[src/rtl/simple_system_host_arb.sv]
`default_nettype none
// +----------------------------------------------------------------------------+
// | simple_system_host_arb: round-robin arbiter sharing one req/gnt/rvalid       |
// | device port among NrHosts hosts, with in-order response routing.             |
// | Rev 1.0                                                                      |
// +----------------------------------------------------------------------------+
module simple_system_host_arb #(
   parameter int unsigned NrHosts        = 2,
   parameter int unsigned DataWidth      = 32,
   parameter int unsigned AddressWidth   = 32,
   parameter int unsigned MaxOutstanding = 2
) (
   input  logic                              clk_i,
   input  logic                              rst_ni,
   input  logic [NrHosts-1:0]                host_req_i,
   output logic [NrHosts-1:0]                host_gnt_o,
   input  logic [NrHosts*AddressWidth-1:0]   host_addr_i,
   input  logic [NrHosts-1:0]                host_we_i,
   input  logic [NrHosts*4-1:0]              host_be_i,
   input  logic [NrHosts*DataWidth-1:0]      host_wdata_i,
   output logic [NrHosts-1:0]                host_rvalid_o,
   output logic [DataWidth-1:0]              host_rdata_o,
   output logic [NrHosts-1:0]                host_err_o,
   output logic                              dev_req_o,
   input  logic                              dev_gnt_i,
   output logic [AddressWidth-1:0]           dev_addr_o,
   output logic                              dev_we_o,
   output logic [3:0]                        dev_be_o,
   output logic [DataWidth-1:0]              dev_wdata_o,
   input  logic                              dev_rvalid_i,
   input  logic [DataWidth-1:0]              dev_rdata_i,
   input  logic                              dev_err_i,
   output logic                              unexp_rsp_o
);

   localparam int unsigned IdxW = (NrHosts > 1) ? $clog2(NrHosts) : 1;
   localparam int unsigned PtrW = (MaxOutstanding > 1) ? $clog2(MaxOutstanding) : 1;
   localparam int unsigned CntW = $clog2(MaxOutstanding + 1);

   logic [AddressWidth-1:0] addr_arr  [NrHosts];
   logic [DataWidth-1:0]    wdata_arr [NrHosts];
   logic [3:0]              be_arr    [NrHosts];

   generate
      for (genvar h = 0; h < NrHosts; h++) begin : g_unpack
         assign addr_arr[h]  = host_addr_i[h*AddressWidth +: AddressWidth];
         assign wdata_arr[h] = host_wdata_i[h*DataWidth +: DataWidth];
         assign be_arr[h]    = host_be_i[h*4 +: 4];
      end
   endgenerate

   logic [IdxW-1:0] rr_q, rr_d;
   logic            lock_q, lock_d;
   logic [IdxW-1:0] lock_idx_q, lock_idx_d;
   logic [IdxW-1:0] fifo_q [MaxOutstanding];
   logic [PtrW-1:0] wptr_q, wptr_d;
   logic [PtrW-1:0] rptr_q, rptr_d;
   logic [CntW-1:0] cnt_q, cnt_d;
   logic            unexp_q, unexp_d;

   logic [IdxW-1:0] winner;
   logic [IdxW:0]   cand;
   logic [IdxW-1:0] sel;
   logic [IdxW-1:0] head;
   logic            accept;
   logic            grant;
   logic            push;
   logic            pop;

   // Scan downward so the first requester at or after rr_q is the last write.
   always_comb begin
      winner = rr_q;
      cand   = '0;
      for (int i = NrHosts - 1; i >= 0; i--) begin
         cand = {1'b0, rr_q} + (IdxW+1)'(i);
         if (cand >= (IdxW+1)'(NrHosts)) begin
            cand = cand - (IdxW+1)'(NrHosts);
         end
         if (host_req_i[cand[IdxW-1:0]]) begin
            winner = cand[IdxW-1:0];
         end
      end
   end

   assign sel       = lock_q ? lock_idx_q : winner;
   assign accept    = (cnt_q < CntW'(MaxOutstanding));
   assign dev_req_o = accept & ((|host_req_i) | lock_q);
   assign grant     = dev_req_o & dev_gnt_i;
   assign push      = grant;
   assign pop       = dev_rvalid_i & (cnt_q != '0);
   assign head      = fifo_q[rptr_q];

   always_comb begin
      dev_addr_o  = '0;
      dev_we_o    = 1'b0;
      dev_be_o    = '0;
      dev_wdata_o = '0;
      if (dev_req_o) begin
         dev_addr_o  = addr_arr[sel];
         dev_we_o    = host_we_i[sel];
         dev_be_o    = be_arr[sel];
         dev_wdata_o = wdata_arr[sel];
      end
   end

   always_comb begin
      host_gnt_o    = '0;
      host_rvalid_o = '0;
      host_err_o    = '0;
      host_rdata_o  = '0;
      if (grant) begin
         host_gnt_o[sel] = 1'b1;
      end
      if (pop) begin
         host_rvalid_o[head] = 1'b1;
         host_err_o[head]    = dev_err_i;
         host_rdata_o        = dev_rdata_i;
      end
   end

   assign unexp_rsp_o = unexp_q;

   always_comb begin
      rr_d       = rr_q;
      lock_d     = lock_q;
      lock_idx_d = lock_idx_q;
      wptr_d     = wptr_q;
      rptr_d     = rptr_q;
      cnt_d      = cnt_q;
      unexp_d    = unexp_q | (dev_rvalid_i & (cnt_q == '0));

      if (grant) begin
         rr_d   = (sel == IdxW'(NrHosts - 1)) ? '0 : sel + IdxW'(1);
         lock_d = 1'b0;
         wptr_d = (wptr_q == PtrW'(MaxOutstanding - 1)) ? '0 : wptr_q + PtrW'(1);
      end else if (dev_req_o) begin
         // Hold the stalled host so its payload stays on the bus until granted.
         lock_d     = 1'b1;
         lock_idx_d = sel;
      end

      if (pop) begin
         rptr_d = (rptr_q == PtrW'(MaxOutstanding - 1)) ? '0 : rptr_q + PtrW'(1);
      end

      case ({push, pop})
         2'b10:   cnt_d = cnt_q + CntW'(1);
         2'b01:   cnt_d = cnt_q - CntW'(1);
         default: cnt_d = cnt_q;
      endcase
   end

   always_ff @(posedge clk_i or negedge rst_ni) begin
      if (!rst_ni) begin
         rr_q       <= '0;
         lock_q     <= 1'b0;
         lock_idx_q <= '0;
         wptr_q     <= '0;
         rptr_q     <= '0;
         cnt_q      <= '0;
         unexp_q    <= 1'b0;
         for (int i = 0; i < MaxOutstanding; i++) begin
            fifo_q[i] <= '0;
         end
      end else begin
         rr_q       <= rr_d;
         lock_q     <= lock_d;
         lock_idx_q <= lock_idx_d;
         wptr_q     <= wptr_d;
         rptr_q     <= rptr_d;
         cnt_q      <= cnt_d;
         unexp_q    <= unexp_d;
         if (push) begin
            fifo_q[wptr_q] <= sel;
         end
      end
   end

endmodule
`default_nettype wire
[config.mk]
export PLATFORM = sky130hd
export DESIGN_NAME = simple_system_host_arb
export DESIGN_NICKNAME = d
export VERILOG_FILES = /design/src/rtl/simple_system_host_arb.sv
export SDC_FILE = /design/constraint.sdc
export NUM_CORES = 1
export LEC_CHECK = 0
export BUFFER_PORTS_ARGS = -buffer_cell sky130_fd_sc_hd__buf_2
export CAP_MARGIN = 20
export CORE_AREA = 8 8 105 107
export CTS_CLUSTER_DIAMETER = 40
export DETAILED_ROUTE_END_ITERATION = 10
export DIE_AREA = 0 0 113 115
export MAX_ROUTING_LAYER = met4
export PLACE_DENSITY = 0.71
export SYNTH_ARGS = -nofsm -noshare
export SYNTH_HDL_FRONTEND = slang
export SYNTH_SLANG_ARGS = --single-unit
[constraint.sdc]
create_clock -name clk_i -period 4.3 [get_ports clk_i]
set_input_delay 0.86 -clock clk_i [delete_from_list [all_inputs] [get_ports clk_i]]
set_output_delay 0.86 -clock clk_i [all_outputs]
set_load 0.03 [all_outputs]
# After elaboration in Yosys (flattened, before gate mapping)
# Index checks and enable logic that the tools add are counted.
op_classes:
  n_lt_le_gt_ge: 13
  n_div: 0
  eq_ne: 2
  n_mul: 0
  add_sub_neg: 8
  n_bitwise: 11
  reduce_logical: 9
  muxes: 44
  shifts: 0
ops:
  columns: ["operator", "n"]
  rows:
  - ["$mux 32", 9]
  - ["$mux 1", 23]
  - ["$mux 4", 4]
  - ["$ge 2x2->1 const B", 4]
  - ["$lt 1x2->1 const B", 4]
  - ["$mux 2", 3]
  - ["$not 1->2", 3]
  - ["$reduce_bool 2->1", 3]
  - ["$and 1x1->1", 4]
  - ["$pmux 2 s2", 1]
  - ["$add 1x1->1 const B", 3]
  - ["$demux 1 s1", 3]
  - ["$logic_and 1x1->1", 3]
  - ["$add 1x1->2 const B", 1]
  - ["$add 2x1->2 const B", 1]
  - ["$and 2x2->2", 1]
  - ["$bwmux 2", 1]
  - ["$eq 2x1->1 const B", 1]
  - ["$eq 2x2->1 const B", 1]
  - ["$ge 1x1->1 const B", 2]
  - ["$ge 1x2->1 const B", 1]
  - ["$logic_not 2->1", 1]
  - ["$lt 2x1->1 const B", 1]
  - ["$lt 2x2->1 const B", 1]
  - ["6 further kinds", 8]
totals:
  ram_bits: 0
  rom_bits: 0
  reg_bits: 10
  n_memories: 0
  latch_bits: 0
  out_inout_bits: 109
  wordCells: 96

# Logic depth before layout (Yosys ltp)
logic_depth:
  word_depth: 13
  depth_mapped: 8
  depth_no_buf: 6

# Least setup slack after synthesis
# No wires, ideal clock.
synth_timing:
  path_type: "input to output"
  from: "input port host_req_i[1]"
  to: "output port dev_addr_o[0]"
  t_arrival_ns: 2.008
  path_stages: 5
  setup_slack_ns: 1.432
  path_cell_list: "nor2b_4 > o211ai_4 > buf_6 > nand3_1 > a21oi_1"
synth_between:
  elab_chain_len: 10
synth_rtl:
  columns: ["item", "line", "source"]
  rows:
  - ["start: declaration", "15", "input logic [NrHosts-1:0] host_req_i,"]
  - ["$mux 1 (not written as such) (2 in a row)", "79", "if (host_req_i[cand[IdxW-1:0]]) begin"]
  - ["$mux 1 (2 in a row)", "79", null]
  - ["$mux 1", "85", "assign sel = lock_q ? lock_idx_q : winner;"]
  - ["$not 1->2 (not written as such)", "99", "dev_addr_o = addr_arr[sel];"]
  - ["$mux 32 (not written as such) (3 in a row)", "99", null]
  - ["$mux 32 *", "98", "if (dev_req_o) begin"]
  - ["end: declaration", "26", "output logic [AddressWidth-1:0] dev_addr_o,"]
# Mark *: on every way between the ends. The rest lies on a longest branch, timed or not. The select of a mux whose other input is x is not followed.

# Final worst setup path
layout_timing:
  from: "input port host_req_i[1]"
  to: "output port dev_addr_o[8]"
# The elaborated chain is that of the path after synthesis.

==> impl_metrics.env <==
export IMPL_cts_clk_slew_worst_paths_ns=0.05
export IMPL_io_buffer_count=285
export IMPL_ctsResizeCount=0
export IMPL_synthFlopType="dfrtp_1"
export IMPL_max_slew_margin_pct=41.7
export IMPL_required_ns=3.44
export IMPL_r2r_end="cnt_q[1]"
export IMPL_finalSetupViolCount=0
export IMPL_cts_tree="done"
export IMPL_crit_path_end_kind="output pin"
export IMPL_synth_seq_area_share_pct=12.3
export IMPL_ir_worst_vdd_mv=0.428
export IMPL_grt_max_degree=71
export IMPL_synthCells=332
export IMPL_finalCritPeriodShare_pct=81.3
export IMPL_clk_latency_ns=0.23
export IMPL_powerDensity_nw_per_um2=699
export IMPL_ant_nets=0
export IMPL_async_flop_share_pct=100
export IMPL_cp_start_kind="input pin"
export IMPL_crit_family="compound AO/OA/AOI/OAI gates"
export IMPL_fmax_mhz=286
export IMPL_post_cts_buffers=0
export IMPL_cp_common_cell="buf_2"
export IMPL_critical_path_class="in2out"
export IMPL_finalCriticalPeriod_ns=3.50
export IMPL_grt_pass1_wl_mm=16.9
export IMPL_cts_buffers=3
export IMPL_r2r_setup_slack_ns=2.55
export IMPL_fin_cells=699
export IMPL_dieArea_um2=13000
export IMPL_drt_pass1_iter_count=5
export IMPL_p_leak_nw=1.96
export IMPL_cp_arrival_ns=2.64
export IMPL_vias=3431
export IMPL_max_stage_delay_ns=0.68
export IMPL_drc=0
export IMPL_syn_area_um2=2030
export IMPL_fin_total_pwr_mw=2.44
export IMPL_clock_skew_ns=0.00649
export IMPL_cts_sinks=10
export IMPL_h_tree_depth=1
export IMPL_fin_nets=764
export IMPL_hold_end="unexp_rsp_o"
export IMPL_worstPathMaxFanout=40
export IMPL_clock_root_buffer="clkbuf_8"
export IMPL_grt_pass1_vias=3345
export IMPL_seq_power_share_pct=7.6
export IMPL_combinationalPowerShare_pct=87.6
export IMPL_hold_path_class="reg2reg"
export IMPL_crit_buf_inv=3
export IMPL_hpwl_mm=9.10
export IMPL_synth_area_leaders="a21oi_1 (17%), nand3_1 (17%), dfrtp_1 (12%), o21ai_0 (12%), and2_1 (10%)"
export IMPL_ys_types=36
export IMPL_synthesis_nets=510
export IMPL_status="finished, final reports clean"
export IMPL_avgSynthCellArea_um2=6.11
export IMPL_drv_slew=0
export IMPL_die_y_um=115
export IMPL_drive_gt1_share_pct=52.3
export IMPL_core_um2=9460
export IMPL_crit_chain="buf_2 -> nor2b_4 -> o211ai_4 -> buf_12 -> nand3_1 -> a21oi_1 -> buf_2"
export IMPL_ys_ff_latch=10
export IMPL_final_hold_violation_count=0
export IMPL_rsz0062_at_grt="no"
export IMPL_drt_iter0_markers=350
export IMPL_synth_warnings=0
export IMPL_tightest_slew_ns=0.871
export IMPL_ios=286
export IMPL_dp_cells=695
export IMPL_gp_congestion=0.865
export IMPL_synth_largest_area_cell="a21oi_1"
export IMPL_die_x_um=113
export IMPL_p_switching_mw=1.59
export IMPL_overflow=0
export IMPL_antenna_found_initial=0
export IMPL_hold_depth=1
export IMPL_fin_setup_tns_ns=0
export IMPL_cts_hold_buffers=0
export IMPL_area_growth_pct=71.8
export IMPL_track_usage_pct=16.0
export IMPL_filler_cell_count=1068
export IMPL_initial_core_util_pct=21.5
export IMPL_detail_route_vias_per_cell=4.91
export IMPL_synth_edf_count=0
export IMPL_hp_start="unexp_rsp_o"
export IMPL_p_sw_share_pct=65.2
export IMPL_routedWlPerCell_um=16.1
export IMPL_intPower_mw=0.848
export IMPL_timing_max_cap_violations=0
export IMPL_cts_buffer_depth=2
export IMPL_worstRegToRegCells=5
export IMPL_p_clk_share_pct=4.8
export IMPL_synth_top_area_share_pct=17.0
export IMPL_diodes=0
export IMPL_r2r_start="lock_q"
export IMPL_cp_slowest_cell="o211ai_4"
export IMPL_whs_ns=0.457
export IMPL_wirelength_mm=11.3
export IMPL_std_cell_rows=36
[layout by cell type (no fill, tap or decap)]
cell and instances:
o22ai_1 1, a31oi_1 1, o21ai_1 23, buf_2 285, inv_2 1, nor2_4 1
ha_1 1, and2_1 33, buf_12 2, a21oi_1 69, mux2i_1 1, inv_1 2
nand2_1 3, a21o_1 1, and2_2 1, nor2_1 5, o211a_4 1, nand2_2 1
o211ai_4 1, a41oi_1 1, nand3_1 69, o21ai_0 48, nor2b_4 1, xor2_1 1
or3b_1 1, o31ai_1 1, nor2b_1 2, and3_1 1, buf_4 4, clkbuf_8 4
o31ai_2 1, dfrtp_1 10, nand2b_2 1, nor3_1 1, xnor2_1 4, o21ai_2 1
or2_2 1
[worst max path at each step]
| stage | startpoint | end | slack, ns | cells past startpoint |
|---|---|---|---|---|
| floorplan | host_req_i[1] | dev_addr_o[0] | 1.43 | 5 |
| detailed placement | host_req_i[1] | dev_addr_o[8] | 0.78 | 7 |
| global placement | host_req_i[1] | dev_addr_o[8] | 0.77 | 7 |
| finish | host_req_i[1] | dev_addr_o[8] | 0.80 | 7 |
| global route | host_req_i[1] | dev_addr_o[8] | 0.67 | 7 |
| CTS | host_req_i[1] | dev_addr_o[8] | 0.78 | 7 |
[metal layers]
layer	GRT usage (%)	part of all wire, %	routed length [um]
met1	17.6	38	4330
met2	28.5	50	5690
met3	3.89	10	1130
met4	3.82	1.1	124
met5	-	0	0
[flip-flops by register name, summed over array words and instances (netlist names)]
| name | count |
|---|---|
| rr_q | 1 |
| rptr_q | 1 |
| wptr_q | 1 |
| unexp_rsp_o | 1 |
| cnt_q | 2 |
| fifo_q | 2 |
| lock_q | 1 |
| lock_idx_q | 1 |
[logic make-up after synthesis]
group	after synthesis	share of synthesized area, %
compound gates	149	39.3
simple gates	121	32.7
mux	1	0.493
fa+ha+maj	1	0.616
buf+inv	45	12.4
xor+xnor	5	2.16
flops	10	12.3
[power by group through the flow]
stage / combinational (mW) / sequential [mW] / clock, mW
6_report: 2.14 / 0.185 / 0.116
3_3_place_gp: 2.15 / 0.185 / 0
5_1_grt: 2.30 / 0.192 / 0.123
4_1_cts: 2.16 / 0.185 / 0.120
2_1_floorplan: 1.61 / 0.175 / 0
3_5_place_dp: 2.15 / 0.186 / 0
[synthesized netlist by cell type (2+ instances only)]
master    number
and2_1        34
xnor2_1        4
nand2_1        4
inv_1          2
nand3_1       69
a21oi_1       69
nor2_1         5
dfrtp_1       10
clkbuf_1      15
buf_6          7
nor2b_1        2
buf_2         11
o21ai_1       23
buf_4          2
clkbuf_2       7
o21ai_0       48
[per-stage QoR]
stage | cell area (um^2) | setup slack (ns) | utilization (%)
2_1_floorplan | 2030 | 1.43 | -
5_1_grt | 3490 | 0.667 | 36.9
3_3_place_gp | 3430 | 0.771 | 36.3
6_report | 3490 | 0.804 | 36.9
3_5_place_dp | 3430 | 0.782 | 36.3
4_1_cts | 3490 | 0.780 | 36.9
[layout make-up]
| type | instances | area [um^2] | area share (%) |
|---|---|---|---|
| Clock buffer | 4 | 55.1 | 1.58 |
| Timing Repair Buffer | 291 | 1500 | 42.9 |
| Tap cell | 114 | 143 | 4.09 |
| Multi-Input combinational cell | 277 | 1530 | 43.9 |
| Inverter | 3 | 11.3 | 0.323 |
| Sequential cell | 10 | 250 | 7.18 |
(Power assumes the default switching activity.)
